==> src/rtl/hazard_ctrl_pkg.sv <==
// Shared types and constants for the five-stage (A fetch .. E writeback) hazard controller.
// Holds the FSM state enum, the forward-select encodings and the register-match helpers.
package hazard_ctrl_pkg;

    typedef enum logic {
        RUN   = 1'b0,
        MWAIT = 1'b1
    } hz_state_e;

    typedef enum logic [1:0] {
        FWD_RF   = 2'b00,
        FWD_E    = 2'b01,
        FWD_D    = 2'b10,
        FWD_HOLD = 2'b11
    } fwd_sel_e;

    localparam logic [1:0] RESULT_SRC_LOAD = 2'b01;

    localparam logic [6:0] OPC_LOAD   = 7'b0000011;
    localparam logic [6:0] OPC_STORE  = 7'b0100011;
    localparam logic [6:0] OPC_OP     = 7'b0110011;
    localparam logic [6:0] OPC_BRANCH = 7'b1100011;
    localparam logic [6:0] OPC_JAL    = 7'b1101111;
    localparam logic [6:0] OPC_JALR   = 7'b1100111;

    // x0 is hardwired to zero, so it never takes part in a hazard or a forward
    function automatic logic reg_match(input logic [4:0] rd, input logic [4:0] rs);
        return (rd != 5'd0) && (rd == rs);
    endfunction

    function automatic logic hits_src(input logic we, input logic [4:0] rd,
                                      input logic [4:0] rs1, input logic [4:0] rs2);
        return we && (reg_match(rd, rs1) || reg_match(rd, rs2));
    endfunction

endpackage

==> src/rtl/hazard_ctrl_if.sv <==
// Pipeline <-> hazard controller signal bundle. The pipeline side is the master
// (drives register ids and memory handshake), the hazard unit is the slave.
interface hazard_ctrl_if #(
    parameter int DATA_WIDTH = 32
);
    logic [4:0]            Rs1B, Rs2B;
    logic [4:0]            Rs1C, Rs2C, RdC;
    logic                  RegWriteC;
    logic [1:0]            ResultSrcC;
    logic                  PCSrcC;
    logic [4:0]            RdD;
    logic                  RegWriteD;
    logic                  MemReqD, MemReadyD;
    logic [4:0]            RdE;
    logic                  RegWriteE;
    logic [DATA_WIDTH-1:0] WrDataE;

    logic                  StallA, StallB, StallC, StallD;
    logic                  FlushB, FlushC;
    logic [1:0]            ForwardAC, ForwardBC;
    logic [DATA_WIDTH-1:0] FwdDataC;
    logic                  MemErr;
    logic [15:0]           StallCnt;

    modport master (
        output Rs1B, Rs2B, Rs1C, Rs2C, RdC, RegWriteC, ResultSrcC, PCSrcC,
               RdD, RegWriteD, MemReqD, MemReadyD, RdE, RegWriteE, WrDataE,
        input  StallA, StallB, StallC, StallD, FlushB, FlushC,
               ForwardAC, ForwardBC, FwdDataC, MemErr, StallCnt
    );

    modport slave (
        input  Rs1B, Rs2B, Rs1C, Rs2C, RdC, RegWriteC, ResultSrcC, PCSrcC,
               RdD, RegWriteD, MemReqD, MemReadyD, RdE, RegWriteE, WrDataE,
        output StallA, StallB, StallC, StallD, FlushB, FlushC,
               ForwardAC, ForwardBC, FwdDataC, MemErr, StallCnt
    );

endinterface

==> src/rtl/hazard_fwd_sel.sv <==
// Operand forward selector for one C-stage source register.
// The D stage is the youngest producer, so it wins over E, which wins over the held writeback.
module hazard_fwd_sel
    import hazard_ctrl_pkg::*;
(
    input  logic [4:0] rs,
    input  logic [4:0] rd_d,
    input  logic       reg_write_d,
    input  logic [4:0] rd_e,
    input  logic       reg_write_e,
    input  logic       wb_hold,
    output logic [1:0] sel
);

    always_comb begin
        sel = FWD_RF;
        if (reg_write_d && reg_match(rd_d, rs)) begin
            sel = FWD_D;
        end else if (reg_write_e && reg_match(rd_e, rs)) begin
            sel = FWD_E;
        end else if (wb_hold && (rs != 5'd0)) begin
            sel = FWD_HOLD;
        end
    end

endmodule

==> src/rtl/hazard_ctrl.sv <==
// Hazard controller: memory-wait freeze, branch redirect, load-use/RAW stalls and forwarding.
// Define HAZARD_FORWARDING_EN to enable operand forwarding; otherwise RAW hazards stall in B.
module hazard_ctrl
    import hazard_ctrl_pkg::*;
#(
    parameter int DATA_WIDTH  = 32,
    parameter int MEM_TIMEOUT = 255
) (
    input logic          clk,
    input logic          rst_n,
    hazard_ctrl_if.slave bus
);

    localparam logic [7:0] TIMEOUT = 8'(MEM_TIMEOUT);

    hz_state_e             state;
    logic [7:0]            wait_cnt;
    logic                  mem_err;
    logic [15:0]           stall_cnt;
    logic [DATA_WIDTH-1:0] fwd_data;
    logic                  wb_hold1, wb_hold2;
    logic                  freeze, load_use, data_stall;
    logic                  stall_a, stall_b, stall_c, stall_d;
    logic                  flush_b, flush_c;
    logic [1:0]            sel_a, sel_b;

    // Outputs are gated by rst_n so a reset asserted mid-wait drops every stall at once
    assign freeze   = rst_n && bus.MemReqD && !bus.MemReadyD && !mem_err;
    assign load_use = bus.RegWriteC && (bus.ResultSrcC == RESULT_SRC_LOAD)
                      && hits_src(1'b1, bus.RdC, bus.Rs1B, bus.Rs2B);

`ifdef HAZARD_FORWARDING_EN
    assign data_stall = load_use;
`else
    assign data_stall = load_use
                        || hits_src(bus.RegWriteC, bus.RdC, bus.Rs1B, bus.Rs2B)
                        || hits_src(bus.RegWriteD, bus.RdD, bus.Rs1B, bus.Rs2B)
                        || hits_src(bus.RegWriteE, bus.RdE, bus.Rs1B, bus.Rs2B);
`endif

    always_comb begin
        stall_a = 1'b0;
        stall_b = 1'b0;
        stall_c = 1'b0;
        stall_d = 1'b0;
        flush_b = 1'b0;
        flush_c = 1'b0;
        if (rst_n) begin
            if (freeze) begin
                stall_a = 1'b1;
                stall_b = 1'b1;
                stall_c = 1'b1;
                stall_d = 1'b1;
            end else if (bus.PCSrcC) begin
                flush_b = 1'b1;
                flush_c = 1'b1;
            end else if (data_stall) begin
                stall_a = 1'b1;
                stall_b = 1'b1;
                flush_c = 1'b1;
            end
        end
    end

    // Memory-wait FSM; the timeout lands on the cycle WaitCnt reaches MEM_TIMEOUT
    always_ff @(posedge clk or negedge rst_n) begin
        if (!rst_n) begin
            state    <= RUN;
            wait_cnt <= 8'd0;
            mem_err  <= 1'b0;
        end else begin
            case (state)
                RUN: begin
                    if (freeze) begin
                        state    <= MWAIT;
                        wait_cnt <= 8'd0;
                    end
                end
                MWAIT: begin
                    if (bus.MemReadyD) begin
                        state <= RUN;
                    end else begin
                        wait_cnt <= wait_cnt + 8'd1;
                        if ((wait_cnt + 8'd1) == TIMEOUT) begin
                            mem_err <= 1'b1;
                            state   <= RUN;
                        end
                    end
                end
                default: state <= RUN;
            endcase
        end
    end

    always_ff @(posedge clk or negedge rst_n) begin
        if (!rst_n) begin
            stall_cnt <= 16'd0;
        end else if (stall_b && (stall_cnt != 16'hFFFF)) begin
            stall_cnt <= stall_cnt + 16'd1;
        end
    end

    hazard_fwd_sel u_fwd_a (
        .rs          (bus.Rs1C),
        .rd_d        (bus.RdD),
        .reg_write_d (bus.RegWriteD),
        .rd_e        (bus.RdE),
        .reg_write_e (bus.RegWriteE),
        .wb_hold     (wb_hold1),
        .sel         (sel_a)
    );

    hazard_fwd_sel u_fwd_b (
        .rs          (bus.Rs2C),
        .rd_d        (bus.RdD),
        .reg_write_d (bus.RegWriteD),
        .rd_e        (bus.RdE),
        .reg_write_e (bus.RegWriteE),
        .wb_hold     (wb_hold2),
        .sel         (sel_b)
    );

`ifdef HAZARD_FORWARDING_EN
    // B read the regfile in the same cycle E wrote it, so keep that value for one cycle in C
    always_ff @(posedge clk or negedge rst_n) begin
        if (!rst_n) begin
            wb_hold1 <= 1'b0;
            wb_hold2 <= 1'b0;
            fwd_data <= '0;
        end else if (!stall_b) begin
            wb_hold1 <= bus.RegWriteE && reg_match(bus.RdE, bus.Rs1B);
            wb_hold2 <= bus.RegWriteE && reg_match(bus.RdE, bus.Rs2B);
            if (hits_src(bus.RegWriteE, bus.RdE, bus.Rs1B, bus.Rs2B)) begin
                fwd_data <= bus.WrDataE;
            end
        end else begin
            wb_hold1 <= 1'b0;
            wb_hold2 <= 1'b0;
        end
    end

    assign bus.ForwardAC = rst_n ? sel_a : FWD_RF;
    assign bus.ForwardBC = rst_n ? sel_b : FWD_RF;
`else
    logic unused_ok;

    assign wb_hold1      = 1'b0;
    assign wb_hold2      = 1'b0;
    assign fwd_data      = '0;
    assign bus.ForwardAC = FWD_RF;
    assign bus.ForwardBC = FWD_RF;
    assign unused_ok     = ^{bus.WrDataE, sel_a, sel_b};
`endif

    assign bus.StallA   = stall_a;
    assign bus.StallB   = stall_b;
    assign bus.StallC   = stall_c;
    assign bus.StallD   = stall_d;
    assign bus.FlushB   = flush_b;
    assign bus.FlushC   = flush_c;
    assign bus.FwdDataC = fwd_data;
    assign bus.MemErr   = mem_err;
    assign bus.StallCnt = stall_cnt;

endmodule

==> src/flat_wrapper.sv <==
// flat-port wrapper written by rule: the top's interface ports become plain ports
module hazard_ctrl_flat import hazard_ctrl_pkg::*;
#(
    parameter int DATA_WIDTH  = 32,
    parameter int MEM_TIMEOUT = 255
)
  (clk, rst_n, bus_Rs1B, bus_Rs2B, bus_Rs1C, bus_Rs2C, bus_RdC, bus_RegWriteC, bus_ResultSrcC, bus_PCSrcC, bus_RdD, bus_RegWriteD, bus_MemReqD, bus_MemReadyD, bus_RdE, bus_RegWriteE, bus_WrDataE, bus_StallA, bus_StallB, bus_StallC, bus_StallD, bus_FlushB, bus_FlushC, bus_ForwardAC, bus_ForwardBC, bus_FwdDataC, bus_MemErr, bus_StallCnt);
  hazard_ctrl_if #(.DATA_WIDTH(DATA_WIDTH)) bus_i ();
  input logic clk;
  input logic rst_n;
  input wire logic [$bits(bus_i.Rs1B)-1:0] bus_Rs1B;
  input wire logic [$bits(bus_i.Rs2B)-1:0] bus_Rs2B;
  input wire logic [$bits(bus_i.Rs1C)-1:0] bus_Rs1C;
  input wire logic [$bits(bus_i.Rs2C)-1:0] bus_Rs2C;
  input wire logic [$bits(bus_i.RdC)-1:0] bus_RdC;
  input wire logic [$bits(bus_i.RegWriteC)-1:0] bus_RegWriteC;
  input wire logic [$bits(bus_i.ResultSrcC)-1:0] bus_ResultSrcC;
  input wire logic [$bits(bus_i.PCSrcC)-1:0] bus_PCSrcC;
  input wire logic [$bits(bus_i.RdD)-1:0] bus_RdD;
  input wire logic [$bits(bus_i.RegWriteD)-1:0] bus_RegWriteD;
  input wire logic [$bits(bus_i.MemReqD)-1:0] bus_MemReqD;
  input wire logic [$bits(bus_i.MemReadyD)-1:0] bus_MemReadyD;
  input wire logic [$bits(bus_i.RdE)-1:0] bus_RdE;
  input wire logic [$bits(bus_i.RegWriteE)-1:0] bus_RegWriteE;
  input wire logic [$bits(bus_i.WrDataE)-1:0] bus_WrDataE;
  output wire logic [$bits(bus_i.StallA)-1:0] bus_StallA;
  output wire logic [$bits(bus_i.StallB)-1:0] bus_StallB;
  output wire logic [$bits(bus_i.StallC)-1:0] bus_StallC;
  output wire logic [$bits(bus_i.StallD)-1:0] bus_StallD;
  output wire logic [$bits(bus_i.FlushB)-1:0] bus_FlushB;
  output wire logic [$bits(bus_i.FlushC)-1:0] bus_FlushC;
  output wire logic [$bits(bus_i.ForwardAC)-1:0] bus_ForwardAC;
  output wire logic [$bits(bus_i.ForwardBC)-1:0] bus_ForwardBC;
  output wire logic [$bits(bus_i.FwdDataC)-1:0] bus_FwdDataC;
  output wire logic [$bits(bus_i.MemErr)-1:0] bus_MemErr;
  output wire logic [$bits(bus_i.StallCnt)-1:0] bus_StallCnt;
  assign bus_i.Rs1B = bus_Rs1B;
  assign bus_i.Rs2B = bus_Rs2B;
  assign bus_i.Rs1C = bus_Rs1C;
  assign bus_i.Rs2C = bus_Rs2C;
  assign bus_i.RdC = bus_RdC;
  assign bus_i.RegWriteC = bus_RegWriteC;
  assign bus_i.ResultSrcC = bus_ResultSrcC;
  assign bus_i.PCSrcC = bus_PCSrcC;
  assign bus_i.RdD = bus_RdD;
  assign bus_i.RegWriteD = bus_RegWriteD;
  assign bus_i.MemReqD = bus_MemReqD;
  assign bus_i.MemReadyD = bus_MemReadyD;
  assign bus_i.RdE = bus_RdE;
  assign bus_i.RegWriteE = bus_RegWriteE;
  assign bus_i.WrDataE = bus_WrDataE;
  assign bus_StallA = bus_i.StallA;
  assign bus_StallB = bus_i.StallB;
  assign bus_StallC = bus_i.StallC;
  assign bus_StallD = bus_i.StallD;
  assign bus_FlushB = bus_i.FlushB;
  assign bus_FlushC = bus_i.FlushC;
  assign bus_ForwardAC = bus_i.ForwardAC;
  assign bus_ForwardBC = bus_i.ForwardBC;
  assign bus_FwdDataC = bus_i.FwdDataC;
  assign bus_MemErr = bus_i.MemErr;
  assign bus_StallCnt = bus_i.StallCnt;
  hazard_ctrl #(.DATA_WIDTH(DATA_WIDTH), .MEM_TIMEOUT(MEM_TIMEOUT)) u_core (.clk(clk), .rst_n(rst_n), .bus(bus_i));
endmodule
==> config.mk <==
export PLATFORM = sky130hd
export DESIGN_NAME = hazard_ctrl_flat
export DESIGN_NICKNAME = d
export VERILOG_FILES = /design/src/rtl/hazard_ctrl_pkg.sv /design/src/rtl/hazard_ctrl_if.sv /design/src/rtl/hazard_fwd_sel.sv /design/src/rtl/hazard_ctrl.sv /design/src/flat_wrapper.sv
export SDC_FILE = /design/constraint.sdc
export NUM_CORES = 1
export LEC_CHECK = 0
export BUFFER_PORTS_ARGS = -buffer_cell sky130_fd_sc_hd__buf_4
export CAP_MARGIN = 10
export CORE_AREA = 2 2 107 83
export CTS_CLUSTER_SIZE = 25
export DETAILED_ROUTE_END_ITERATION = 10
export DIE_AREA = 0 0 109 85
export GPL_ROUTABILITY_DRIVEN = 0
export SYNTH_ARGS = -nofsm -noshare
export SYNTH_HDL_FRONTEND = slang
export SYNTH_SLANG_ARGS = --single-unit
export TNS_END_PERCENT = 10
==> constraint.sdc <==
create_clock -name clk -period 1.8 [get_ports clk]
set_clock_uncertainty 0.2 [all_clocks]
set_input_delay 0.18 -clock clk [delete_from_list [all_inputs] [get_ports clk]]
set_output_delay 0.18 -clock clk [all_outputs]
set_load 0.01 [all_outputs]
==> reports/results.md <==
| Result | This run | Unit |
|:---|:---|:---|
| Outcome | complete, but fails checks | - |
| Failing checks | setup timing | - |
| Final number of setup-violating endpoints | 13 | - |
| TritonCTS Buffers | 3 | - |
| Net switching fraction of the power | 31.6 | % |
| Most numerous cell types in the synthesized netlist | 38 x buf_4, 35 x xor2_1, 26 x dfrtp_1, 20 x nor2_1, 19 x nand2_1 | - |
| Clock transition at the register clock pins on the worst setup and hold paths after CTS | 0.09 | ns |
| Class of the tightest hold or removal check | primary input to flop | - |
| Number of global-route vias before repair | 1,810 | - |
| Data required time of the worst path | 1.42 | ns |
| Die X-Extent | 109 | um |
| Total cell area at the placement stage | 2770 | um2 |
| NetSw | 0.640 | mW |
| Async set or reset register ratio after synthesis | 100 | % |
| Worst hold path depth | 4 | - |
| Die area | 9270 | um2 |
| Type of element capturing the critical path | output port | - |
| Most common cell in the synthesized netlist | buf_4 | - |
| Clock Path Buffers | 2 | - |
| Timing-limited maximum frequency | 521 | MHz |
| Final worst-path setup slack | -0.119 | ns |
| Clk network pwr share | 24.5 | % |
| Leakage | 1.53 | nW |
| First-pass iteration count of the detailed router | 4 | - |
| Initial DRC Count | 59 | - |
| Seq pwr share | 35.8 | % |
| Initial antenna violation count | 0 | - |
| Number of cells on the worst reg-to-reg path | 8 | - |
| Setup repair after global routing missed its margin | yes | - |
| ANT cells | 0 | - |
| Clk_lat worst skew | 0.28 | ns |
| Fillers | 825 | - |
| Vias after detailed routing | 1,841 | - |
| Post-synthesis instance area | 2020 | um2 |
| Clock tree from TritonCTS | built | - |
| Portion of total power attributed to combinational logic | 39.7 | % |
| VDD IR-drop max | 0.000371 | V |
| Post-detail-place hpwl | 4150 | um |
| Number of storage elements in the synthesis netlist | 26 | - |
| Final Instance Area | 3080 | um2 |
| Register area share after synthesis | 32.1 | % |
| Synthesized area divided by synthesized cell count | 8.80 | um2 |
| Standard-cell row count | 29 | - |
| Final WL | 5340 | um |
| Post-detailed-route via-to-cell ratio | 4.17 | - |
| Number of flops mapped to enable cells by yosys | 0 | - |
| Share of the cycle needed by the critical path after routing | 107 | % |
| Clock period minus worst slack | 1.92 | ns |
| Number of distinct library cells after synthesis | 35 | - |
| Dominant synthesized flop cell | dfrtp_1 | - |
| Die height | 85 | um |
| WP data arrival | 1.54 | ns |
| Area added between synthesis and finish | 52.0 | % |
| Largest net degree at the start of global routing | 19 | - |
| Initial standard-cell utilization of the core | 24.6 | % |
| Number of endpoints with negative hold slack in the final report | 0 | - |
| Max Fanout on Critical Path | 3 | - |
| GRT Total Usage | 11.7 | % |
| Number of placed I/O pins | 136 | - |
| Wire per inst | 12.1 | um |
| Leftover overflow at the end of global routing | 0 | - |
| Yosys warning count | 0 | - |
| Areal power density over the cells | 658 | nW/um2 |
| Synth top area cells | dfrtp_1 32%, xor2_1 15%, buf_4 14% | - |
| Critical path class | primary input to output port | - |
| Post-DRT Antenna Nets | 0 | - |
| Wire length of the first global-routing pass | 8760 | um |
| Sequential cell area | 653 | um2 |
| Floorplan core area | 8240 | um2 |
| Post-route DRC violation count | 0 | - |
| Critical path launch point type | primary input | - |
| Maximum Capacitance Violations | 0 | - |
| Number of nets at the end of the flow | 415 | - |
| Multi-input logic area | 1370 | um2 |
| H-tree Lvls | 1 | - |
| Dominant cell type by area after synthesis | dfrtp_1 | - |
| Internal Dissipation | 1.38 | mW |
| Count of mapped cells out of synthesis | 230 | - |
| Number of input and output port buffers inserted | 55 | - |
| Proportion of layout cells with a drive suffix above 1 | 43.4 | % |
| Number of sinks on the clock net | 26 | - |
| Post-placement setup slack | -0.353 | ns |
| Max Transition Viols Final | 0 | - |
| Fraction of post-synthesis cell area in the top cell type by area | 32.1 | % |
| Root buffer cell | clkbuf_8 | - |
layout make-up:
| cell class | instances | share of cell area (%) |
|---|---|---|
| multi-input cells | 193 | 44.4 |
| repair buffers | 105 | 27.0 |
| flip-flops and latches | 26 | 21.2 |
| well taps | 108 | 4.39 |
| clock buffers | 3 | 1.34 |
| clock inverters | 1 | 0.976 |
| inverters | 6 | 0.732 |
cell families after synthesis:
family	count (synthesis)	synth area share (%)
other cells	1	0.185
simple gates	78	18.7
flops	26	32.1
fa+ha+maj	3	1.85
xor+xnor	48	20.8
mux	3	1.61
buf+inv	46	15.9
compound gates	25	8.78
repair_timing:
action / CTS / global route
buffers inserted: 5 / 2
endpoints found under the hold margin: 26 / 0
hold buffers: 1 / 0
pin swaps: 16 / 12
setup endpoints to repair: 20 / 23
gates resized for setup: 29 / 9
worst paths after layout:
kind                                   startpoint                      end  slack (ns)
min                                 bus_MemReadyD        u_core.bus.MemErr        0.15
max reg2reg                u_core.bus.StallCnt[7]  u_core.bus.StallCnt[15]       -0.09
max                                    bus_RdE[4]               bus_FlushC       -0.12
max in group asynchronous                   rst_n   u_core.bus.StallCnt[7]        0.92
min in group asynchronous                   rst_n       u_core.wait_cnt[3]        0.22
min reg2reg                          u_core.state             u_core.state        0.33
placed cells by master, fill, tap and decap left out, types with 7 or more instances in the layout:
| master | count |
|---|---|
| nor2_1 | 15 |
| buf_4 | 97 |
| xnor2_1 | 13 |
| nand2_1 | 18 |
| conb_1 | 36 |
| nand3_1 | 11 |
| dfrtp_1 | 24 |
| nor3_2 | 7 |
| xor2_1 | 35 |
state kept, by name, summed over array words and instances (netlist names):
signal               cells
u_core.state             1
u_core.wait_cnt          8
u_core.bus.StallCnt     16
u_core.bus.MemErr        1
power by group through the flow:
stage | clock, mW | combinational (mW) | sequential (mW)
floorplan | 0 | 0.331 | 0.782
global placement | 0 | 0.718 | 0.713
detailed placement | 0 | 0.723 | 0.717
CTS | 0.514 | 0.764 | 0.706
global route | 0.529 | 0.884 | 0.736
finish | 0.496 | 0.804 | 0.724
metal layers:
| metal | track usage [%] | up-vias | share of wire [%] |
|---|---|---|---|
| li1 | - | 910 | - |
| met1 | 16.1 | 879 | 46 |
| met2 | 19.1 | 47 | 49 |
| met3 | 2.61 | 5 | 4.0 |
| met4 | 1.98 | 0 | 0.56 |
| met5 | 0 | - | 0 |
metrics by stage:
stage / total power, mW / hold WS [ns] / std cells / TNS (ns) / utilization (%)
2_1_floorplan: 1.11 / -0.316 / 265 / -0.982 / -
3_3_place_gp: 1.43 / -0.0546 / 430 / -3.67 / 33.7
3_5_place_dp: 1.44 / -0.0483 / 430 / -4.02 / 33.7
4_1_cts: 1.98 / 0.153 / 440 / -0.983 / 36.7
5_1_grt: 2.15 / 0.195 / 442 / -2.56 / 37.4
6_report: 2.02 / 0.154 / 442 / -0.728 / 37.4
worst max-delay path: stages:
cell,delay (ns)
buf_6,0.10
or4_4,0.54
o21ai_4,0.16
o22ai_4,0.10
a31oi_4,0.19
a21oi_1,0.10
buf_4,0.15
Power figures use the tool's default switching activity.
